[config.mk]
export PLATFORM = sky130hd
export DESIGN_NAME = csr_access_unit
export DESIGN_NICKNAME = d
export VERILOG_FILES = /design/src/rtl/csr_access_unit.sv
export SDC_FILE = /design/constraint.sdc
export NUM_CORES = 1
export LEC_CHECK = 0
export BUFFER_PORTS_ARGS = -buffer_cell sky130_fd_sc_hd__buf_2
export CAP_MARGIN = 20
export CELL_PAD_IN_SITES_DETAIL_PLACEMENT = 1
export CELL_PAD_IN_SITES_GLOBAL_PLACEMENT = 2
export CORE_ASPECT_RATIO = 0.6
export CORE_MARGIN = 5
export CORE_UTILIZATION = 37
export CTS_CLUSTER_DIAMETER = 60
export DETAILED_ROUTE_END_ITERATION = 10
export PLACE_DENSITY_LB_ADDON = 0.1
export SLEW_MARGIN = 20
export SYNTH_ARGS = -nofsm -noshare
export SYNTH_HDL_FRONTEND = slang
export SYNTH_SLANG_ARGS = --single-unit
[constraint.sdc]
create_clock -name clk -period 4.4 [get_ports clk]
set_clock_uncertainty 0.15 [all_clocks]
set_input_delay 0.22 -clock clk [delete_from_list [all_inputs] [get_ports clk]]
set_output_delay 0.22 -clock clk [all_outputs]
set_load 0.005 [all_outputs]
[src/rtl/csr_access_unit.sv]
`default_nettype none
// ============================================================================
// Module   : csr_access_unit
// Purpose  : Sequences one decoded Zicsr instruction (CSRRW/RS/RC and their
//            immediate forms) as a read-modify-write on the shared CSR bus,
//            then returns the old CSR value or an illegal-instruction flag.
// Revision : 1.0 - initial release
// ============================================================================
module csr_access_unit (
  input  logic        clk,
  input  logic        rst,              // asynchronous, active-low
  input  logic        instrValid,
  input  logic [2:0]  csrOp,
  input  logic [11:0] csrAddress,
  input  logic [31:0] rs1Data,
  input  logic [4:0]  rs1Index,
  input  logic [4:0]  rdIndex,
  output logic        busy,
  output logic        done,
  output logic        illegal,
  output logic [31:0] rdData,
  output logic        rdWriteEnable,
  output logic        csrReadEnable,
  output logic [11:0] csrReadAddress,
  output logic        csrWriteEnable,
  output logic [11:0] csrWriteAddress,
  output logic [31:0] csrWriteData,
  input  logic [31:0] csrReadData,
  input  logic        csrRequestOutput
);

  // funct3[1:0] selects the operation; funct3[2] selects the immediate form
  localparam logic [1:0] c_FUNC_BAD = 2'b00;
  localparam logic [1:0] c_FUNC_RW  = 2'b01;
  localparam logic [1:0] c_FUNC_RS  = 2'b10;
  localparam logic [1:0] c_FUNC_RC  = 2'b11;

  // Address bits [11:10] == 2'b11 mark the read-only CSR space
  localparam logic [1:0] c_RO_SPACE = 2'b11;

  typedef enum logic [1:0] {
    IDLE  = 2'd0,
    READ  = 2'd1,
    WRITE = 2'd2,
    DONE  = 2'd3
  } state_t;

  state_t      r_state;
  logic [1:0]  r_opFunc;
  logic [11:0] r_address;
  logic [4:0]  r_rdIndex;
  logic [31:0] r_src;
  logic        r_suppress;
  logic [31:0] r_oldValue;

  logic [31:0] w_src;
  logic        w_suppress;
  logic        w_opIllegal;
  logic        w_directWrite;
  logic        w_readOnly;
  logic        w_rdNonZero;
  logic [31:0] w_newValue;

  // Decode of the incoming instruction, only consumed while in IDLE
  always_comb begin
    w_src         = csrOp[2] ? {27'b0, rs1Index} : rs1Data;
    // RS/RC forms with rs1/zimm == 0 must not write (no write side effects)
    w_suppress    = csrOp[1] && (rs1Index == 5'd0);
    w_opIllegal   = (csrOp[1:0] == c_FUNC_BAD);
    // RW with rd == 0 skips the read entirely so read side effects never occur
    w_directWrite = (csrOp[1:0] == c_FUNC_RW) && (rdIndex == 5'd0);
  end

  // Modify step: combine the value returned in READ with the latched source
  always_comb begin
    w_newValue  = r_src;
    w_readOnly  = (r_address[11:10] == c_RO_SPACE);
    w_rdNonZero = (r_rdIndex != 5'd0);
    case (r_opFunc)
      c_FUNC_RW: w_newValue = r_src;
      c_FUNC_RS: w_newValue = csrReadData | r_src;
      c_FUNC_RC: w_newValue = csrReadData & ~r_src;
      default:   w_newValue = r_src;
    endcase
  end

  // Sequencer: state, latched operands and all registered outputs
  always_ff @(posedge clk or negedge rst) begin
    if (!rst) begin
      r_state         <= IDLE;
      r_opFunc        <= 2'b00;
      r_address       <= 12'd0;
      r_rdIndex       <= 5'd0;
      r_src           <= 32'd0;
      r_suppress      <= 1'b0;
      r_oldValue      <= 32'd0;
      busy            <= 1'b0;
      done            <= 1'b0;
      illegal         <= 1'b0;
      rdData          <= 32'd0;
      rdWriteEnable   <= 1'b0;
      csrReadEnable   <= 1'b0;
      csrReadAddress  <= 12'd0;
      csrWriteEnable  <= 1'b0;
      csrWriteAddress <= 12'd0;
      csrWriteData    <= 32'd0;
    end else begin
      case (r_state)
        IDLE: begin
          if (instrValid) begin
            r_opFunc   <= csrOp[1:0];
            r_address  <= csrAddress;
            r_rdIndex  <= rdIndex;
            r_src      <= w_src;
            r_suppress <= w_suppress;
            // Reported old value is zero unless a read actually happens
            r_oldValue <= 32'd0;
            busy       <= 1'b1;
            if (w_opIllegal) begin
              r_state       <= DONE;
              done          <= 1'b1;
              illegal       <= 1'b1;
              rdData        <= 32'd0;
              rdWriteEnable <= 1'b0;
            end else if (w_directWrite) begin
              r_state         <= WRITE;
              csrWriteEnable  <= 1'b1;
              csrWriteAddress <= csrAddress;
              csrWriteData    <= w_src;
            end else begin
              r_state        <= READ;
              csrReadEnable  <= 1'b1;
              csrReadAddress <= csrAddress;
            end
          end
        end

        READ: begin
          csrReadEnable <= 1'b0;
          r_oldValue    <= csrReadData;
          if (!csrRequestOutput) begin
            // No slice claimed the address: unmapped CSR
            r_state       <= DONE;
            done          <= 1'b1;
            illegal       <= 1'b1;
            rdData        <= csrReadData;
            rdWriteEnable <= 1'b0;
          end else if (r_suppress) begin
            // Pure read: finish without touching the CSR
            r_state       <= DONE;
            done          <= 1'b1;
            illegal       <= 1'b0;
            rdData        <= csrReadData;
            rdWriteEnable <= w_rdNonZero;
          end else if (w_readOnly) begin
            // Write attempted into read-only space
            r_state       <= DONE;
            done          <= 1'b1;
            illegal       <= 1'b1;
            rdData        <= csrReadData;
            rdWriteEnable <= 1'b0;
          end else begin
            r_state         <= WRITE;
            csrWriteEnable  <= 1'b1;
            csrWriteAddress <= r_address;
            csrWriteData    <= w_newValue;
          end
        end

        WRITE: begin
          csrWriteEnable <= 1'b0;
          r_state        <= DONE;
          done           <= 1'b1;
          illegal        <= 1'b0;
          rdData         <= r_oldValue;
          rdWriteEnable  <= w_rdNonZero;
        end

        DONE: begin
          // Completion flags last exactly one cycle; rdData simply holds
          r_state       <= IDLE;
          done          <= 1'b0;
          illegal       <= 1'b0;
          rdWriteEnable <= 1'b0;
          busy          <= 1'b0;
        end

        default: begin
          r_state <= IDLE;
        end
      endcase
    end
  end

endmodule
`default_nettype wire

==> reports/results.tsv, run 1 <==
metric	value	unit
hpwl dp	18700	um
post-cts hold buffer count	85	
EDFF count, synth	0	
Slew Limit Fails	0	
final net count	1130	
Max-Cap Viols	0	
number of buffers created by CTS	17	
post-synth top area cell	dfrtp_1	
Worst R2R Start	r_state[1]$_DFFE_PN0N_	
CTS clock-pin slew for the worst setup and hold paths	0.06	ns
worst-case clock buffer depth	2	
drt wl/cell	20.4	um
achievable frequency	0.355	GHz
I/O Buffers	186	
flops & latches, synth	180	
initial antenna violation count	1	
Die H	127	um
largest net degree at the start of global routing	120	
Critical Path Sink Type	register	
CTS tree	done	
min-delay src	rs1Index[1]	
Yosys cell types	37	
grt total ovfl	0	
Fin Setup TNS	0	ns
Critical Path Source Type	register	
Die W	205	um
Slew headroom	35.9	%
full die area	0.0261	sq mm
final WL	27600	um
unrepaired setup endpoints after global routing	no	
post-synthesis sequential area ratio	53.2	%
Syn Nets	897	
Clock Sinks	180	
initial drt markers	426	
H-tree depth	4	
GR peak layer	met1	
residual DRC count	0	
CTS Root Cell	clkbuf_16	
first-pass GRT wire length	43300	um
Peak VDD IR	0.491	mV
most frequent cells after synthesis	dfrtp_1, a21oi_1, o21ai_0	
fraction of layout cells with a size suffix above 1	28.7	%
FF-to-FF End	csrWriteData[29]$_DFFE_PN0P_	
critical path type	reg2reg	
Post-Synthesis Cells	799	
Core Area	0.0223	sq mm
GR Layer Usage met3	4.69	%
reg2reg path depth	7	
final setup vio count	0	
CP arrival	2.96	ns
fill cell count	2489	
Slew @ Worst Pin	0.962	ns
post_cts resized	0	
M2 GR Usage	31.0	%
total vias in the final route	6997	
Starting Density	38.0	%
Worst Path Max Fanout	33	
outcome	complete, no violations	
period utilization	63.9	%
top_reg_cell synth	dfrtp_1	
Reg area	0.00450	sq mm
Site Rows	42	
vias per cell	5.17	
Post-CTS Setup Bufs	0	
Power, Total	7.88	mW
Synth area leaders	dfrtp_1, a22o_1, mux2_2	
Worst Hold End	r_src[1]$_DFFE_PN0P_	
P per Cell Area	709	mW/mm^2
Avg Inst Size Synth	10.6	sq um
multi-input logic area	0.00360	sq mm
P&R area growth vs syn	31.4	%
Synth Cell Area	0.00846	sq mm
Final min period	2.81	ns
GRT Total Usage	21.4	%
antenna viol nets, final	0	
register-to-register setup slack	1.59	ns
Leak	5.37	nW
first-pass iteration count of the detailed router	5	
Worst Hold Depth	3	
vias in the first global route	7360	
# IOs	187	
final weighted congestion in routability-driven placement	0.826	
Clock Latency Late Sink	0.43	ns
worst min path class	in2reg	
async set or reset register ratio after synthesis	100	%
Yosys top cell area share	53.2	%
Hold Vio Cnt, Final	0	
count leader, synth	dfrtp_1	
Worst Path Required	4.55	ns
met1 Use GR	33.0	%
Synth Warn #	0	
-- layout by cell type, fill, tap and decap left out, drive strengths merged, types with 2 or more instances in the layout --
cell type    Yosys  final
a21oi           90     90
a21o             7      7
buf             16    196
o31ai           32     32
clkinv           0      6
mux2            60     60
bufinv           0      4
nor2            32     32
or4              2      2
clkbuf          51     20
nand2b          27     27
dfrtp          180    180
dlygate4sd3      0     85
o21ai           74     74
nand3            2      2
nor2b            2      2
inv             31     32
or3b             2      2
nand2           72     72
a22o            65     65
mux2i           38     38
ha               5      5
-- final cells by class --
class	instances	area share (%)
inverters	31	1.05
multi-input cells	521	32.4
diodes	1	0.0225
clock buffers	20	4.11
clock inverters	12	1.60
flip-flops and latches	180	40.5
well taps	308	3.47
repair buffers	281	16.8
-- report_power, final --
group          internal (mW)  leakage [nW]  switching (mW)  total [mW]
Sequential              2.36          2.28           0.425        2.79
Clock                  0.984         0.310           0.673        1.66
Combinational           1.51          2.78            1.92        3.44
Total                   4.86          5.37            3.02        7.88
-- flip-flops by register name, indices dropped and copies added, names as in the netlist --
| register | cells |
|---|---|
| r_state | 2 |
| rdWriteEnable | 1 |
| r_opFunc | 2 |
| r_address | 12 |
| illegal | 1 |
| r_suppress | 1 |
| csrWriteData | 32 |
| csrReadEnable | 1 |
| csrWriteAddress | 12 |
| r_src | 32 |
| csrWriteEnable | 1 |
| rdData | 32 |
| csrReadAddress | 12 |
| done | 1 |
| busy | 1 |
| r_oldValue | 32 |
| r_rdIndex | 5 |
-- kinds of logic after synthesis --
group / synth area share, %
flops: 53.2
mux: 13.1
buf+inv: 4.63
compound gates: 20.6
fa+ha+maj: 0.739
simple gates: 7.75
-- critical path, cell delays in order, from the launching register on --
cell      delay [ns]
dfrtp_1         0.45
inv_1           0.18
ha_2            0.33
o211ai_1        0.14
o21ai_0         0.16
nand3_4         0.60
buf_4           0.46
mux2i_1         0.15
-- through the flow --
stage | hold WS (ns) | utilization (%) | instance area (sq um) | std cells | setup WS (ns)
floorplan | -0.226 | - | 8460 | 799 | 2.22
global placement | 0.282 | 43.1 | 9610 | 1236 | 1.43
detailed placement | 0.293 | 43.1 | 9610 | 1236 | 1.35
CTS | 0.00122 | 49.8 | 11100 | 1353 | 1.34
global route | 0.0397 | 49.9 | 11100 | 1354 | 1.37
finish | 0.0241 | 49.9 | 11100 | 1354 | 1.59
-- layer usage --
metal / share of wire, % / vias up
met2: 43 / 145
met1: 51 / 3538
met3: 4.9 / 17
met4: 0.76 / 0
li1: - / 3297
met5: 0 / -
-- worst max-delay path by stage --
stage / from / endpoint / slack (ns) / cells past startpoint
final: r_state[1]$_DFFE_PN0N_ / csrWriteData[29]$_DFFE_PN0P_ / 1.59 / 7
after global routing: r_state[1]$_DFFE_PN0N_ / csrWriteData[29]$_DFFE_PN0P_ / 1.37 / 7
after CTS: r_state[0]$_DFFE_PN0N_ / r_oldValue[29]$_DFFE_PN0P_ / 1.34 / 5
after detailed placement: r_state[0]$_DFFE_PN0N_ / r_oldValue[29]$_DFFE_PN0P_ / 1.35 / 5
after global placement: r_state[0]$_DFFE_PN0N_ / r_oldValue[20]$_DFFE_PN0P_ / 1.43 / 5
after floorplan: r_state[0]$_DFFE_PN0N_ / r_address[10]$_DFFE_PN0P_ / 2.22 / 7
Note: power is estimated with default switching activity, not from simulation.
==> run 2, diff against run 1 <==
--- a/config.mk
+++ b/config.mk
@@ -11,7 +11,7 @@
 export CELL_PAD_IN_SITES_GLOBAL_PLACEMENT = 2
 export CORE_ASPECT_RATIO = 0.6
 export CORE_MARGIN = 5
-export CORE_UTILIZATION = 37
+export CORE_UTILIZATION = 34
 export CTS_CLUSTER_DIAMETER = 60
 export DETAILED_ROUTE_END_ITERATION = 10
 export PLACE_DENSITY_LB_ADDON = 0.1
==> constraint.sdc (replaced) <==
create_clock -name clk -period 2.65 [get_ports clk]
set_clock_uncertainty 0.15 [all_clocks]
set_input_delay 0.1325 -clock clk [delete_from_list [all_inputs] [get_ports clk]]
set_output_delay 0.1325 -clock clk [all_outputs]
set_load 0.005 [all_outputs]
==> run 2 against run 1 <==
  * Clock-buffer cell count is 2 higher
  * Hold slack improved by 0.020 ns
  * Utilization decreased by 3.4 points
  * Total power grew 67%
  * Sequential share of layout area shrank 0.72 points
  * Fmax is 16% higher
  * Register-to-register slack worse by 1.4 ns
  * First-iteration DRC count fell by 17%
  * Die area is 8.3% higher
  * Critical path depth is the same
  * Largest power group unchanged
  * Highest routed layer unchanged
==> reports/results.tsv, run 2 (same netlist as run 1, synthesis figures left out) <==
metric	value	unit	change
outcome	complete, no violations		
Slew @ Worst Pin	0.701	ns	-0.261 ns
Die W	214	um	+4.1%
P per Cell Area	1160	mW/mm^2	+64%
Slew headroom	53.2	%	+17 points
min-delay src	rs1Index[0]		
register-to-register setup slack	0.23	ns	-1.36 ns
vias per cell	5.10		-1.4%
hpwl dp	19700	um	+5.2%
grt total ovfl	0		unchanged
fraction of layout cells with a size suffix above 1	28.9	%	+0.16 points
Worst Path Required	2.85	ns	-1.70 ns
Die H	132	um	+4.0%
Peak VDD IR	0.544	mV	+11%
clock share of power	19.8	%	-1.2 points
Fin Setup TNS	0	ns	unchanged
Worst R2R Start	r_state[1]$_DFFE_PN0N_		
number of buffers created by CTS	17		unchanged
P&R area growth vs syn	33.7	%	
unrepaired setup endpoints after global routing	no		
CTS tree	done		
final WL	28400	um	+2.9%
final setup vio count	0		unchanged
Hold Vio Cnt, Final	0		unchanged
Starting Density	34.8	%	-3.2 points
total vias in the final route	7080		+1.2%
Core Area	0.0243	sq mm	+9.2%
residual DRC count	0		unchanged
reg2reg path depth	7		unchanged
antenna viol nets, final	0		unchanged
WHS	0.0439	ns	+0.0198 ns
commonest cells after routing, fill and taps aside	buf_2, dfrtp_1, dlygate4sd3_1		
GRT Total Usage	20.3	%	-1.1 points
Max-Cap Viols	0		unchanged
CP arrival	2.62	ns	-0.34 ns
Critical Path Source Type	register		
Worst Path Max Fanout	21		-36%
# IOs	187		unchanged
placed cells	1263		+2.2%
Worst Hold End	csrWriteData[0]$_DFFE_PN0P_		
I/O Buffers	186		unchanged
Antenna Cells	0		-1
Clock Latency Late Sink	0.44	ns	about the same
NetSw	5.08	mW	+68%
Slew Limit Fails	0		unchanged
Critical Path Sink Type	register		
Slowest Stage Delay on Critical Path	0.49	ns	-0.11 ns
fill cell count	2710		+8.9%
first-pass GRT wire length	44700	um	+3.3%
final net count	1152		+1.9%
drt wl/cell	20.5	um	+0.33%
Seq pwr share	35.2	%	-0.2 points
worst-path cell chain	inv_1 > ha_1 > o211ai_1 > o21ai_0 > nand3_4 > buf_12 > mux2i_1		
Crit path depth	7		unchanged
buffers and inverters on the worst path	2		unchanged
first-pass iteration count of the detailed router	5		unchanged
initial antenna violation count	0		-1
Int Power	8.08	mW	+66%
H-tree depth	4		unchanged
FF-to-FF End	csrWriteData[17]$_DFFE_PN0P_		
logic gate share of total power	45.0	%	+1.4 points
Switching Fraction	38.6	%	+0.27 points
most common cell after layout, fill and taps aside	buf_2		
period utilization	91.4	%	+27 points
CP max stage cell	nand3_4		
worst min path class	in2reg		
Leak	5.47	nW	+2.0%
Site Rows	44		+4.8%
critical path type	reg2reg		
CTS Root Cell	clkbuf_16		
Clock Sinks	180		unchanged
full die area	0.0282	sq mm	+8.3%
vias in the first global route	7491		+1.8%
multi-input logic area	0.00359	sq mm	-0.42%
Reg area	0.00450	sq mm	unchanged
CP delay by family, top	buffers and inverters		
CTS clock-pin slew for the worst setup and hold paths	0.07	ns	about the same
final weighted congestion in routability-driven placement	0.788		-4.6%
achievable frequency	0.413	GHz	+16%
Worst Hold Depth	4		+1
initial drt markers	354		-17%
Post-Layout Cell Count	1389		+2.6%
worst-case clock buffer depth	2		unchanged
Final min period	2.42	ns	-0.391 ns
largest net degree at the start of global routing	108		-10%
run 2: repair_timing:
action | in CTS | in global routing
endpoints found under the setup margin | 0 | 10
hold endpoints to repair | 189 | 0
hold buffers | 94 | 0
resized for setup | 0 | 1
setup buffers | 0 | 0
run 2: layout make-up:
class / count / area share [%]
clock inverter: 10 / 1.16
sequential: 180 / 39.8
inverter: 31 / 1.03
timing repair buffer: 303 / 18.7
clock buffer: 22 / 4.01
tap: 322 / 3.56
multi-input combinational: 521 / 31.7
run 2: worst max-delay path by stage:
stage	end	from
after floorplan	r_address[10]$_DFFE_PN0P_	r_state[0]$_DFFE_PN0N_
after global placement	r_oldValue[24]$_DFFE_PN0P_	r_state[0]$_DFFE_PN0N_
after detailed placement	r_oldValue[21]$_DFFE_PN0P_	r_state[0]$_DFFE_PN0N_
after CTS	r_oldValue[9]$_DFFE_PN0P_	r_state[0]$_DFFE_PN0N_
after global routing	csrWriteData[17]$_DFFE_PN0P_	r_state[1]$_DFFE_PN0N_
final	csrWriteData[17]$_DFFE_PN0P_	r_state[1]$_DFFE_PN0N_
run 2: power groups by stage:
stage	clock network [mW]	logic [mW]	registers, mW
after floorplan	0	3.86	4.53
final	2.60	5.92	4.64
after global placement	0	5.65	4.59
after CTS	2.66	6.00	4.63
after global routing	2.79	6.53	4.78
after detailed placement	0	5.85	4.67
run 2: worst register-to-register path: cells and delay by family, from the launching register on:
family / cells / cell delay (ns)
and+or+nand+nor: 1 / 0.49
buffers and inverters: 2 / 0.52
adders and majority gates: 1 / 0.24
muxes: 1 / 0.18
AOI/OAI and AO/OA: 2 / 0.33
DFF: 1 / 0.43
run 2: per-stage QoR:
stage                     cell area [sq um]  utilization, %  setup WS [ns]  power (mW)
after floorplan                        8460               -          0.469        8.39
after global placement                 9790            40.2          0.246        10.2
after detailed placement               9790            40.2          0.112        10.5
after CTS                             11300            46.5         0.0867        13.3
after global routing                  11300            46.5         0.0103        14.1
final                                 11300            46.5          0.228        13.2
run 2: layer usage:
layer	routed length [um]	global-route usage, %	part of all wire (%)	up-vias
met4	314	4.77	1.1	0
met5	0	0	0	-
met2	12200	29.3	43	152
met1	14800	31.9	52	3560
li1	-	-	-	3345
met3	1130	3.28	4.0	23
